[src/rtl/reg_dest_queue_pkg.sv]
// reg_dest_queue_pkg: destination-select codes and fixed link/stack register numbers.
package reg_dest_queue_pkg;
    localparam logic [2:0] SEL_RT  = 3'b000;
    localparam logic [2:0] SEL_RD  = 3'b001;
    localparam logic [2:0] SEL_RA  = 3'b010;
    localparam logic [2:0] SEL_SP  = 3'b011;
    localparam logic [2:0] SEL_AUX = 3'b100;
    localparam int REG_RA = 31;
    localparam int REG_SP = 29;
endpackage

[src/rtl/reg_dest_queue_decode.sv]
// reg_dest_decode: picks the write-back register number from the select code.
module reg_dest_decode
    import reg_dest_queue_pkg::*;
#(
    parameter int ADDR_W = 5
) (
    input  logic [2:0]        sel,
    input  logic [ADDR_W-1:0] field0,
    input  logic [ADDR_W-1:0] field1,
    input  logic [ADDR_W-1:0] field4,
    output logic [ADDR_W-1:0] dest,
    output logic              legal
);
    always_comb begin
        dest  = '0;
        legal = 1'b1;
        case (sel)
            SEL_RT:  dest = field0;
            SEL_RD:  dest = field1;
            SEL_RA:  dest = ADDR_W'(REG_RA);
            SEL_SP:  dest = ADDR_W'(REG_SP);
            SEL_AUX: dest = field4;
            default: legal = 1'b0;
        endcase
    end
endmodule

[src/rtl/reg_dest_queue.sv]
// reg_dest_queue: in-order FIFO of pending write-back destinations with a
// busy-map derived read-after-write hazard for the next instruction's sources.
module reg_dest_queue
    import reg_dest_queue_pkg::*;
#(
    parameter int ADDR_W = 5,
    parameter int DEPTH  = 4
) (
    input  logic                       clk,
    input  logic                       reset_n,
    input  logic [2:0]                 sel,
    input  logic [ADDR_W-1:0]          field0,
    input  logic [ADDR_W-1:0]          field1,
    input  logic [ADDR_W-1:0]          field4,
    input  logic                       push,
    output logic                       push_ready,
    input  logic                       pop,
    output logic                       head_valid,
    output logic [ADDR_W-1:0]          head_dest,
    input  logic [ADDR_W-1:0]          src_a,
    input  logic [ADDR_W-1:0]          src_b,
    output logic                       hazard,
    output logic [$clog2(DEPTH):0]     count,
    output logic                       illegal_sel
);
    localparam int PW = $clog2(DEPTH);
    localparam int CW = PW + 1;

    logic [ADDR_W-1:0]   mem_q [DEPTH];
    logic [ADDR_W-1:0]   mem_d [DEPTH];
    logic [DEPTH-1:0]    vld_q, vld_d;
    logic [PW-1:0]       head_q, head_d, tail_q, tail_d;
    logic [CW-1:0]       count_q, count_d;
    logic                ill_q, ill_d;
    logic [ADDR_W-1:0]   dest;
    logic                legal, acc, do_pop;
    logic [2**ADDR_W-1:0] busy;

    reg_dest_decode #(.ADDR_W(ADDR_W)) u_decode (
        .sel    (sel),
        .field0 (field0),
        .field1 (field1),
        .field4 (field4),
        .dest   (dest),
        .legal  (legal)
    );

    assign head_valid  = count_q != '0;
    assign push_ready  = (count_q < CW'(DEPTH)) || pop;
    assign acc         = push && push_ready && legal;
    assign do_pop      = pop && head_valid;
    assign head_dest   = head_valid ? mem_q[head_q] : '0;
    assign hazard      = busy[src_a] | busy[src_b];
    assign count       = count_q;
    assign illegal_sel = ill_q;

    // Pop is applied before push so a full-queue push+pop reuses the freed slot.
    always_comb begin
        mem_d = mem_q;
        vld_d = vld_q;
        if (do_pop) vld_d[head_q] = 1'b0;
        if (acc) begin
            mem_d[tail_q] = dest;
            vld_d[tail_q] = 1'b1;
        end
        head_d  = do_pop ? head_q + PW'(1) : head_q;
        tail_d  = acc ? tail_q + PW'(1) : tail_q;
        count_d = count_q + CW'(acc) - CW'(do_pop);
        ill_d   = push && !legal;
    end

    // Register 0 is hardwired, so entries targeting it never make it busy.
    always_comb begin
        busy = '0;
        for (int i = 0; i < DEPTH; i++)
            if (vld_q[i]) busy[mem_q[i]] = 1'b1;
        busy[0] = 1'b0;
    end

    always_ff @(posedge clk or negedge reset_n) begin
        if (!reset_n) begin
            mem_q   <= '{default: '0};
            vld_q   <= '0;
            head_q  <= '0;
            tail_q  <= '0;
            count_q <= '0;
            ill_q   <= 1'b0;
        end else begin
            mem_q   <= mem_d;
            vld_q   <= vld_d;
            head_q  <= head_d;
            tail_q  <= tail_d;
            count_q <= count_d;
            ill_q   <= ill_d;
        end
    end
endmodule

[config.mk]
export PLATFORM = sky130hd
export DESIGN_NAME = reg_dest_queue
export DESIGN_NICKNAME = d
export VERILOG_FILES = /design/src/rtl/reg_dest_queue_pkg.sv /design/src/rtl/reg_dest_queue_decode.sv /design/src/rtl/reg_dest_queue.sv
export SDC_FILE = /design/constraint.sdc
export NUM_CORES = 1
export LEC_CHECK = 0
export ABC_AREA = 0
export ABC_CLOCK_PERIOD_IN_PS = 2230
export BUFFER_PORTS_ARGS = -buffer_cell sky130_fd_sc_hd__buf_2
export CAP_MARGIN = 25
export CORE_ASPECT_RATIO = 2
export CORE_MARGIN = 2
export CORE_UTILIZATION = 53
export CTS_CLUSTER_DIAMETER = 150
export CTS_CLUSTER_SIZE = 24
export DETAILED_ROUTE_END_ITERATION = 6
export PLACE_DENSITY = 0.86
export REMOVE_ABC_BUFFERS = 1
export SYNTH_ARGS = -nofsm -noshare
export SYNTH_HDL_FRONTEND = slang
export SYNTH_SLANG_ARGS = --single-unit
[constraint.sdc]
create_clock -name clk -period 2.23 [get_ports clk]
set_input_delay 0.1115 -clock clk [delete_from_list [all_inputs] [get_ports clk]]
set_output_delay 0.1115 -clock clk [all_outputs]
set_load 0.01 [all_outputs]
Word level (Yosys, flattened, before mapping)
Cells that the tools add are included.
{"block": "word_totals", "regBits": 32, "in_bits": 32, "output_inout_bits": 12}
{"block": "classes", "addsub": 4, "order_cmp": 18, "n_eq_ne": 4, "muxes": 31, "bitwise": 9, "reduce_logical": 16}
{"op": "32-bit two-way mux", "count": 4}
{"op": "32-bit OR", "count": 3}
{"op": "5-bit by 6-bit < comparator with 1-bit output (second input constant)", "count": 6}
{"op": "5-bit one-hot mux with 5 select lines", "count": 1}
{"op": "20-bit bitwise mux", "count": 1}
{"op": "1-bit demux with 5-bit select", "count": 4}
{"op": "5-bit by 1-bit >= comparator with 1-bit output (second input constant)", "count": 4}
{"op": "5-bit two-way mux", "count": 4}
{"op": "1-bit logical AND", "count": 11}
{"op": "1-bit binary-select mux with 5-bit select", "count": 2}
{"op": "5-bit binary-select mux with 2-bit select", "count": 1}
{"op": "5-bit demux with 2-bit select", "count": 1}
{"op": "1-bit two-way mux", "count": 9}
{"op": "4-bit two-way mux", "count": 2}
{"op": "3-bit by 2-bit equality test with 1-bit output (second input constant)", "count": 2}
{"op": "3-bit >= comparator (second input constant)", "count": 2}
{"op": "2-bit by 3-bit < comparator with 1-bit output (second input constant)", "count": 2}
{"op": "2-bit inverter with 3-bit output", "count": 2}
{"op": "5-bit OR reduction", "count": 1}
{"op": "2-bit by 1-bit adder with 2-bit output (second input constant)", "count": 2}
{"op": "4-bit bitwise AND", "count": 1}
{"op": "1-bit demux with 2-bit select", "count": 2}
{"op": "2-bit by 1-bit >= comparator with 1-bit output (second input constant)", "count": 2}
{"op": "4-bit inverter", "count": 1}
{"op": "other kinds (12)", "count": 12}

Longest topological paths before layout
Gate-level depths: netlist (run 1).
{"block": "depth", "ltp_word": 14, "depth_mapped": 11}

Cells and area by module
A second synthesis (run 1) with hierarchy kept.
{"block": "hier_totals", "hier_cells": 406, "hier_area_um2": 3434.5}
{"module": "reg_dest_queue", "instances": 1, "cells_each": 381, "area_each_um2": 3220.6, "seq_area_each_um2": 800.8}
{"module": "reg_dest_decode", "instances": 1, "cells_each": 25, "area_each_um2": 214.0, "seq_area_each_um2": 0.0}

Worst setup path before layout (run 1)
OpenSTA, ideal clock, no wires.
{"block": "synth_timing", "path_kind": "register to register", "startpoint": "reg count_q[1], in the netlist count[1]", "endpoint": "reg count_q[2], in the netlist count[2]", "setup_time_ns": 0.126, "arrival_ns": 2.306, "required_ns": 2.104, "setup_slack_ns": -0.203, "stages_incl_launch_ff": 11, "n_path_buf": 1, "synth_period_minus_slack_ns": 2.433, "cell_sequence": "dfrtp_1 > nor3_1 > nor2b_1 > clkbuf_1 > ha_1 > inv_1 > ha_1 > inv_1 > fa_1 > xnor2_1 > xnor2_1"}
{"block": "synth_via", "word_cells_on_any_way": 8, "cone_classes": "add/sub (2); order compare (1); reduce/logical (5)"}
{"item": "start: declaration", "line_no": "reg_dest_queue.sv:33", "source": "logic [CW-1:0] count_q, count_d;"}
{"item": "start signal: assignment", "line_no": "reg_dest_queue.sv:93", "source": "count_q <= count_d;"}
{"item": "3-bit nonzero test", "line_no": "reg_dest_queue.sv:48", "source": "assign head_valid = count_q != '0;"}
{"item": "1-bit logical AND", "line_no": "reg_dest_queue.sv:51", "source": "assign do_pop = pop && head_valid;"}
{"item": "net do_pop", "line_no": "reg_dest_queue.sv:36", "source": "logic legal, acc, do_pop;"}
{"item": "3-bit by 1-bit subtractor with 3-bit output", "line_no": "reg_dest_queue.sv:68", "source": "count_d = count_q + CW'(acc) - CW'(do_pop);"}
{"item": "net count_d[2]", "line_no": "reg_dest_queue.sv:33"}
The timed path passes the listed nets, and every way through them passes these cells.
A chain may end at the register's enable or synchronous reset.

Worst setup path in the final report (run 1)
{"block": "layout_timing", "startpoint": "reg mem_q[8] (netlist name)", "endpoint": "out hazard"}
{"block": "layout_via", "elab_chain_cells": 11, "word_cells_on_any_way": 14, "cone_classes": "order compare (2); mux (8); bitwise (3); reduce/logical (1)"}
{"item": "start: declaration", "line_no": "reg_dest_queue.sv:29", "source": "logic [ADDR_W-1:0] mem_q [DEPTH];"}
{"item": "start signal: assignment", "line_no": "reg_dest_queue.sv:89", "source": "mem_q <= mem_d;"}
{"item": "5-bit by 6-bit < comparator with 1-bit output (not written as such) or 5-bit by 1-bit >= comparator with 1-bit output (tied branches)", "line_no": "reg_dest_queue.sv:76", "source": "if (vld_q[i]) busy[mem_q[i]] = 1'b1;"}
{"item": "1-bit logical AND (not written as such)", "line_no": "reg_dest_queue.sv:76"}
{"item": "1-bit two-way mux (not written as such)", "line_no": "reg_dest_queue.sv:76"}
{"item": "1-bit demux with 5-bit select *", "line_no": "reg_dest_queue.sv:76"}
{"item": "32-bit OR (no source line) *"}
{"item": "32-bit two-way mux *", "line_no": "reg_dest_queue.sv:76"}
{"item": "32-bit OR (no source line)"}
{"item": "32-bit two-way mux *", "line_no": "reg_dest_queue.sv:76"}
{"item": "1-bit binary-select mux with 5-bit select", "line_no": "reg_dest_queue.sv:53", "source": "assign hazard = busy[src_a] | busy[src_b];"}
{"item": "1-bit two-way mux (not written as such)", "line_no": "reg_dest_queue.sv:53"}
{"item": "1-bit OR *", "line_no": "reg_dest_queue.sv:53"}
{"item": "end: declaration", "line_no": "reg_dest_queue.sv:22", "source": "output logic hazard,"}
Mark *: on every way between the ends. The rest lies on a longest branch, timed or not. The select of a mux whose other input is x is not followed.

==> results of run 1 <==
-- layout make-up --
| cell class | count | area [sq um] | share of cell area [%] |
|---|---|---|---|
| Tap cell | 86 | 108 | 2.36 |
| Inverter | 15 | 56.3 | 1.23 |
| Clock buffer | 5 | 125 | 2.74 |
| Timing Repair Buffer | 121 | 835 | 18.3 |
| Clock inverter | 3 | 18.8 | 0.411 |
| Multi-Input combinational cell | 303 | 2610 | 57.1 |
| Sequential cell | 32 | 816 | 17.9 |
-- logic make-up (layout without fill, tap and decap cells) --
| group | after synthesis | after routing |
|---|---|---|
| AO/OA/AOI/OAI | 83 | 83 |
| XOR/XNOR | 4 | 4 |
| adder cells (fa/ha/maj) | 11 | 11 |
| buffers and inverters | 46 | 144 |
| flip-flops | 32 | 32 |
| multiplexers | 44 | 44 |
| AND/OR/NAND/NOR | 161 | 161 |
-- critical path, cell delays in order (launching register included) --
cell and delay [ns]:
dfrtp_1 0.42, buf_4 0.21, nand4b_1 0.22, o22ai_1 0.29
nor2_1 0.15, mux4_2 0.48, mux2i_1 0.17, a221oi_1 0.11
o22ai_1 0.11, buf_2 0.15
-- report_power, final --
part	leakage (nW)	switching (mW)	total (mW)	internal (mW)
clock network	0.0736	0.244	0.654	0.410
logic	1.38	1.80	3.70	1.90
registers	0.379	0.479	1.36	0.879
total	1.84	2.52	5.71	3.19
-- stage by stage --
step | total power [mW] | setup slack [ns] | TNS [ns] | hold WS, ns
after floorplan | 2.92 | -0.186 | -0.258 | -0.184
after global placement | 4.27 | -0.152 | -0.152 | 0.185
after detailed placement | 4.38 | -0.162 | -0.162 | 0.184
after CTS | 5.36 | -0.363 | -0.363 | 0.0576
after global routing | 5.99 | -0.547 | -0.622 | 0.0754
final | 5.71 | -0.474 | -0.474 | 0.0561
-- per-layer routing --
| layer | up-vias | GRT usage, % |
|---|---|---|
| met5 | - | 0 |
| met4 | 0 | 16.6 |
| met3 | 86 | 7.42 |
| met2 | 266 | 54.1 |
| met1 | 1743 | 39.2 |
| li1 | 1644 | - |
-- state kept, by name, summed over array words and instances, names as in the netlist --
| register | flops |
|---|---|
| mem_q | 20 |
| vld_q | 4 |
| count | 3 |
| head_q | 2 |
| tail_q | 2 |
| illegal_sel | 1 |
-- repair_timing --
action,4_1_cts,5_1_grt
hold buffers,1,0
gates resized for setup,40,24
endpoints found under the setup margin,1,2
setup buffers,7,2
endpoints found under the hold margin,32,0
pin swaps,9,8
-- cell usage after synthesis (5+ instances only) --
master,instances
a211oi_1,7
a21oi_1,11
a221oi_1,11
buf_2,9
clkbuf_1,21
dfrtp_1,32
ha_1,10
inv_1,13
mux2_2,20
mux2i_1,6
mux4_2,18
nand2_1,32
nand2b_1,12
nand3_1,5
nand3b_1,15
nor2_1,32
nor2b_1,16
nor3_1,9
o21ai_0,5
o22ai_1,32
o32ai_1,6
or3b_1,7
-- worst min path at each step --
stage	startpoint	endpoint	slack, ns	cells after the start
3_3_place_gp	reset_n	mem_q[9]	0.18	1
2_1_floorplan	reset_n	count[0]	-0.18	0
6_report	push	illegal_sel	0.06	3
4_1_cts	push	illegal_sel	0.06	3
3_5_place_dp	reset_n	mem_q[2]	0.18	1
5_1_grt	push	illegal_sel	0.08	3
==> flow_metrics.py, run 1 <==
metrics = {
    "status": {
        "outcome": "finished with violations",
        "violations": "negative setup slack",
    },
    "floorplanning": {
        "fp.dieW_microns": 60.3,
        "rows": 41,
        "die-area_sq_mm": 0.00703,
        "num_io_pins": 44,
        "core_area_sq_mm": 0.00621,
        "start_util_pct": 54.1,
        "die_y_microns": 117,
    },
    "synthesis": {
        "synth_edf_count": 0,
        "synthTopCellsByArea": "dfrtp_1 24%, mux4_2 12%, mux2_2 6.7%, o22ai_1 6.0%, ha_1 3.7%",
        "synth_fa_ha_area_share_pct": 4.32,
        "avgSynthCellArea_sq_um": 8.82,
        "yosys.area.top_type": "dfrtp_1",
        "synth_xor_area_share_pct": 1.04,
        "syn_area_sq_mm": 0.00336,
        "async_reset_ff_share_pct": 100,
        "synth_warnings": 0,
        "synth-compound-area-share_pct": 17.7,
        "yosysSeqAreaShare_pct": 23.8,
        "yosys.area_share.simple_pct": 27.1,
        "synth_seq_cells": 32,
        "yosys.area.top_type_share_pct": 23.8,
        "synthCells": 381,
        "synthFlopType": "dfrtp_1",
        "synth_mux_area_share_pct": 20.6,
        "synth_cell_type_count": 48,
        "synth_top_family_by_area": "simple AND/OR/NAND/NOR gates",
    },
    "power": {
        "ir_drop_mv": 1.02,
        "p_per_area_mw_per_mm2": 1250,
        "leakagePower_nw": 1.84,
    },
    "final_layout": {
        "diodes": 0,
        "final_common_cell": "buf_4",
        "nets": 521,
        "final_layout_size_suffix_gt1_share_pct": 47.0,
        "fillers": 422,
        "area_growth_pct": 35.9,
        "design_area_sq_mm": 0.00457,
        "layout_common_cells": "72 x buf_4, 43 x buf_2, 32 x nand2_1",
        "final_core_util_pct": 73.6,
        "stdcell_count": 565,
    },
    "critical_path": {
        "path_class": "reg -> out",
        "r2r_end": "count[2]",
        "crit_start": "mem_q[8]",
        "critPathArrivalTime_ns": 2.59,
        "path_max_fanout": 7,
        "start_kind": "register",
        "cp.required_ns": 2.12,
        "reg2reg_from": "count[2]",
        "reg2reg_depth": 10,
        "worstSetupEndpointType": "primary output",
        "ff2ff_setup_slack_ns": 0.05,
        "critical_path.endpoint": "hazard",
    },
    "timing": {
        "fin_skew_ns": 0.00342,
        "max_slew_margin_pct": 52.8,
        "rsz0062_at_grt": "yes",
        "fmax_mhz": 370,
        "setup-violations-final": 1,
        "min_period_ns": 2.70,
        "worst_slew_pin_slew_ns": 0.708,
        "hold_viol": 0,
        "drv_slew": 0,
        "finalCritPeriodShare_pct": 121,
        "fin_ws_ns": -0.474,
    },
    "clocking": {
        "tritoncts": "built",
        "clock_latency_ns": 0.28,
        "clockBufferDepth": 2,
        "cts-buffers-inserted": 5,
        "clkTransAtPathRegs_ns": 0.05,
        "cts.sinks": 32,
        "root_buffer": "clkbuf_16",
        "htreeDepth": 2,
    },
    "place": {
        "placed_area_sq_mm": 0.00408,
        "gp_congestion": 1.03,
        "hpwl_mm": 8.47,
        "port_buffers": 43,
        "placed_cells": 547,
    },
    "drt": {
        "routedWlPerCell_microns": 20.8,
        "met2WireLength_mm": 5.76,
        "post-route-drc-count": 0,
        "first_pass_iters": 7,
        "ant_nets": 0,
        "vias_per_cell": 6.62,
        "first_iter_violations": 419,
        "routed-wl-met3_mm": 1.04,
        "wl_mm": 11.7,
        "met1_length_mm": 4.17,
        "highest_layer": "met4",
        "num_vias": 3739,
    },
    "global_route": {
        "track_usage_pct": 32.9,
        "grt_start_max_net_pins": 33,
        "grt_overflow": 0,
        "antenna_found_initial": 0,
        "grt_pass1_wl_mm": 17.2,
        "grt_pass1_vias": 3541,
    },
    "hold_path": {
        "hold_class": "in -> reg",
    },
    "run": {
        "drv_cap": 0,
    },
}
Power figures use the tool's default switching activity.
==> inputs of run 2 (changes only) <==
Settings changed: ABC_CLOCK_PERIOD_IN_PS 2230 to 3000, CORE_UTILIZATION 53 to 55.
Clock period 2.23 ns to 3 ns, I/O delays scaled along.
==> flow_metrics.py, run 2 (synthesis results as in run 1) <==
metrics = {
    "status": {
        "outcome": "completed",
    },
    "critical_path": {
        "cp.required_ns": 2.85,
        "cp_common_cell": "o22ai_1",
        "path_cells": "nand2_1 -> nor2_1 -> buf_4 -> a221oi_1 -> mux4_2 -> mux2i_4 -> o22ai_1 -> o22ai_1 -> buf_2",
        "ff2ff_setup_slack_ns": 0.57,
        "reg2reg_from": "count[1]",
        "cpMaxStageDelayCell": "dfrtp_1",
        "critPathMaxStageDelay_ns": 0.56,
        "start_kind": "register",
        "worstSetupEndpointType": "primary output",
        "critPathArrivalTime_ns": 2.79,
        "reg2reg_depth": 10,
        "r2r_end": "count[2]",
        "path_class": "reg -> out",
        "path_max_fanout": 10,
    },
    "hold_path": {
        "hold_path_startpoint": "push",
        "min_to": "illegal_sel",
        "whs_path_depth": 3,
        "hold_class": "in -> reg",
    },
    "timing": {
        "finalCritPeriodShare_pct": 98.1,
        "fin_skew_ns": 0.00279,
        "rsz0062_at_grt": "no",
        "min_period_ns": 2.94,
        "setup_tns_ns": 0,
        "worst_slew_pin_slew_ns": 0.920,
        "hold_viol": 0,
        "setup-violations-final": 0,
        "drv_slew": 0,
        "fmax_mhz": 340,
        "max_slew_margin_pct": 38.5,
    },
    "power": {
        "pwr-share-clk_pct": 14.0,
        "switching_power_mw": 1.71,
        "leakagePower_nw": 1.49,
        "pwr-share-seq_pct": 31.6,
        "p_comb_share_pct": 54.4,
        "swShare_pct": 47.6,
        "internal_power_mw": 1.88,
        "p_per_area_mw_per_mm2": 934,
        "ir_drop_mv": 0.773,
    },
    "final_layout": {
        "register_area_sq_um": 810,
        "final_layout_size_suffix_gt1_share_pct": 29.3,
        "nets": 455,
        "area_growth_pct": 14.4,
        "final_common_cell": "buf_2",
        "largest-register": "mem_q",
        "design_area_sq_mm": 0.00384,
        "layout_common_cells": "43 x buf_2, 32 x nand2_1, 32 x nor2_1, 32 x o22ai_1, 25 x dfrtp_1",
        "largest_reg_flops": 20,
        "fillers": 486,
        "multi_input_comb_area_sq_mm": 0.00243,
        "diodes": 0,
    },
    "drt": {
        "ant_nets": 0,
        "vias_per_cell": 7.29,
        "routedWlPerCell_microns": 26.3,
        "num_vias": 3471,
        "post-route-drc-count": 0,
        "first_iter_violations": 206,
        "wl_mm": 12.5,
        "first_pass_iters": 7,
    },
    "global_route": {
        "use_met3_pct": 4.75,
        "track_usage_pct": 38.4,
        "grt_overflow": 0,
        "grtUsageMet2_pct": 67.5,
        "grt_start_max_net_pins": 33,
        "use_met1_pct": 36.0,
        "grt_pass1_vias": 3482,
        "grt_pass1_wl_mm": 18.7,
        "grt-busiest-layer": "met2",
        "antenna_found_initial": 0,
    },
    "floorplanning": {
        "core_area_sq_mm": 0.00596,
        "rows": 40,
        "num_io_pins": 44,
        "start_util_pct": 56.4,
        "die-area_sq_mm": 0.00679,
        "die_y_microns": 115,
        "fp.dieW_microns": 59.3,
    },
    "place": {
        "gp_congestion": 0.958,
        "port_buffers": 43,
        "hpwl_mm": 9.70,
        "placed_area_sq_mm": 0.00359,
    },
    "clocking": {
        "clock_latency_ns": 0.28,
        "clkTransAtPathRegs_ns": 0.05,
        "cts.sinks": 32,
        "htreeDepth": 2,
        "root_buffer": "clkbuf_16",
        "cts-buffers-inserted": 5,
        "tritoncts": "built",
        "clockBufferDepth": 2,
    },
    "run": {
        "drv_cap": 0,
    },
}
-- run 2: changes by cell type in the layout (fill, tap and decap cells not counted), moves of 4 or more --
cell / delta
dfrtp_2: -5
o32ai_1: +5
o22ai_2: -8
o32ai_2: -4
buf_4: -62
or3b_4: -6
or3b_1: +5
dfrtp_1: +5
o22ai_1: +8
-- run 2: layer usage --
layer | routed length [microns] | vias up
met4 | 1150 | 0
li1 | - | 1514
met2 | 6770 | 229
met1 | 3850 | 1660
met3 | 731 | 68
met5 | 0 | -
-- run 2: cell type report --
type / instances / share of cell area (%)
multi-input combinational: 303 / 63.2
tap: 63 / 2.05
sequential: 32 / 21.1
timing repair buffer: 55 / 8.33
clock inverter: 2 / 0.260
clock buffer: 6 / 3.61
inverter: 15 / 1.46
-- run 2: power by group through the flow --
stage	registers [mW]	clock network, mW	logic, mW
floorplan	0.974	0	1.19
global placement	1.09	0	1.77
detailed placement	1.11	0	1.78
CTS	1.11	0.505	1.80
global route	1.18	0.522	2.06
finish	1.14	0.503	1.95
-- run 2: metrics by stage --
stage               power, mW  instances  hold slack (ns)  worst slack (ns)  utilization, %
floorplan                2.17        350           -0.146             0.584               -
global placement         2.86        464            0.222             0.181            60.2
detailed placement       2.89        464            0.233             0.225            60.2
CTS                      3.41        473           0.0998           0.00168            63.0
global route             3.76        476            0.113           0.00410            64.6
finish                   3.59        476            0.101            0.0577            64.6
-- run 2: critical path: cells and delay by family (launching register included) --
family	cells	cell delay (ns)
AO/OA/AOI/OAI	3	0.38
buffers and inverters	2	0.36
flip-flops	1	0.56
multiplexers	2	0.75
AND/OR/NAND/NOR	2	0.47
-- run 2: worst max path at each step --
stage | start | endpoint | slack (ns) | depth (start not counted)
4_1_cts | mem_q[17] | hazard | 0.002 | 8
3_3_place_gp | mem_q[14] | hazard | 0.18 | 8
6_report | mem_q[16] | hazard | 0.06 | 9
3_5_place_dp | mem_q[14] | hazard | 0.22 | 8
5_1_grt | mem_q[9] | hazard | 0.004 | 8
2_1_floorplan | count[1] | count[2] | 0.58 | 9
-- run 2: repair_timing --
item | 4_1_cts | 5_1_grt
resized for setup | 3 | 15
endpoints found under the hold margin | 32 | 0
setup endpoints to repair | 1 | 1
pin swaps | 0 | 1
buffers inserted | 0 | 3
hold buffers | 1 | 0
gates cloned | 0 | 0
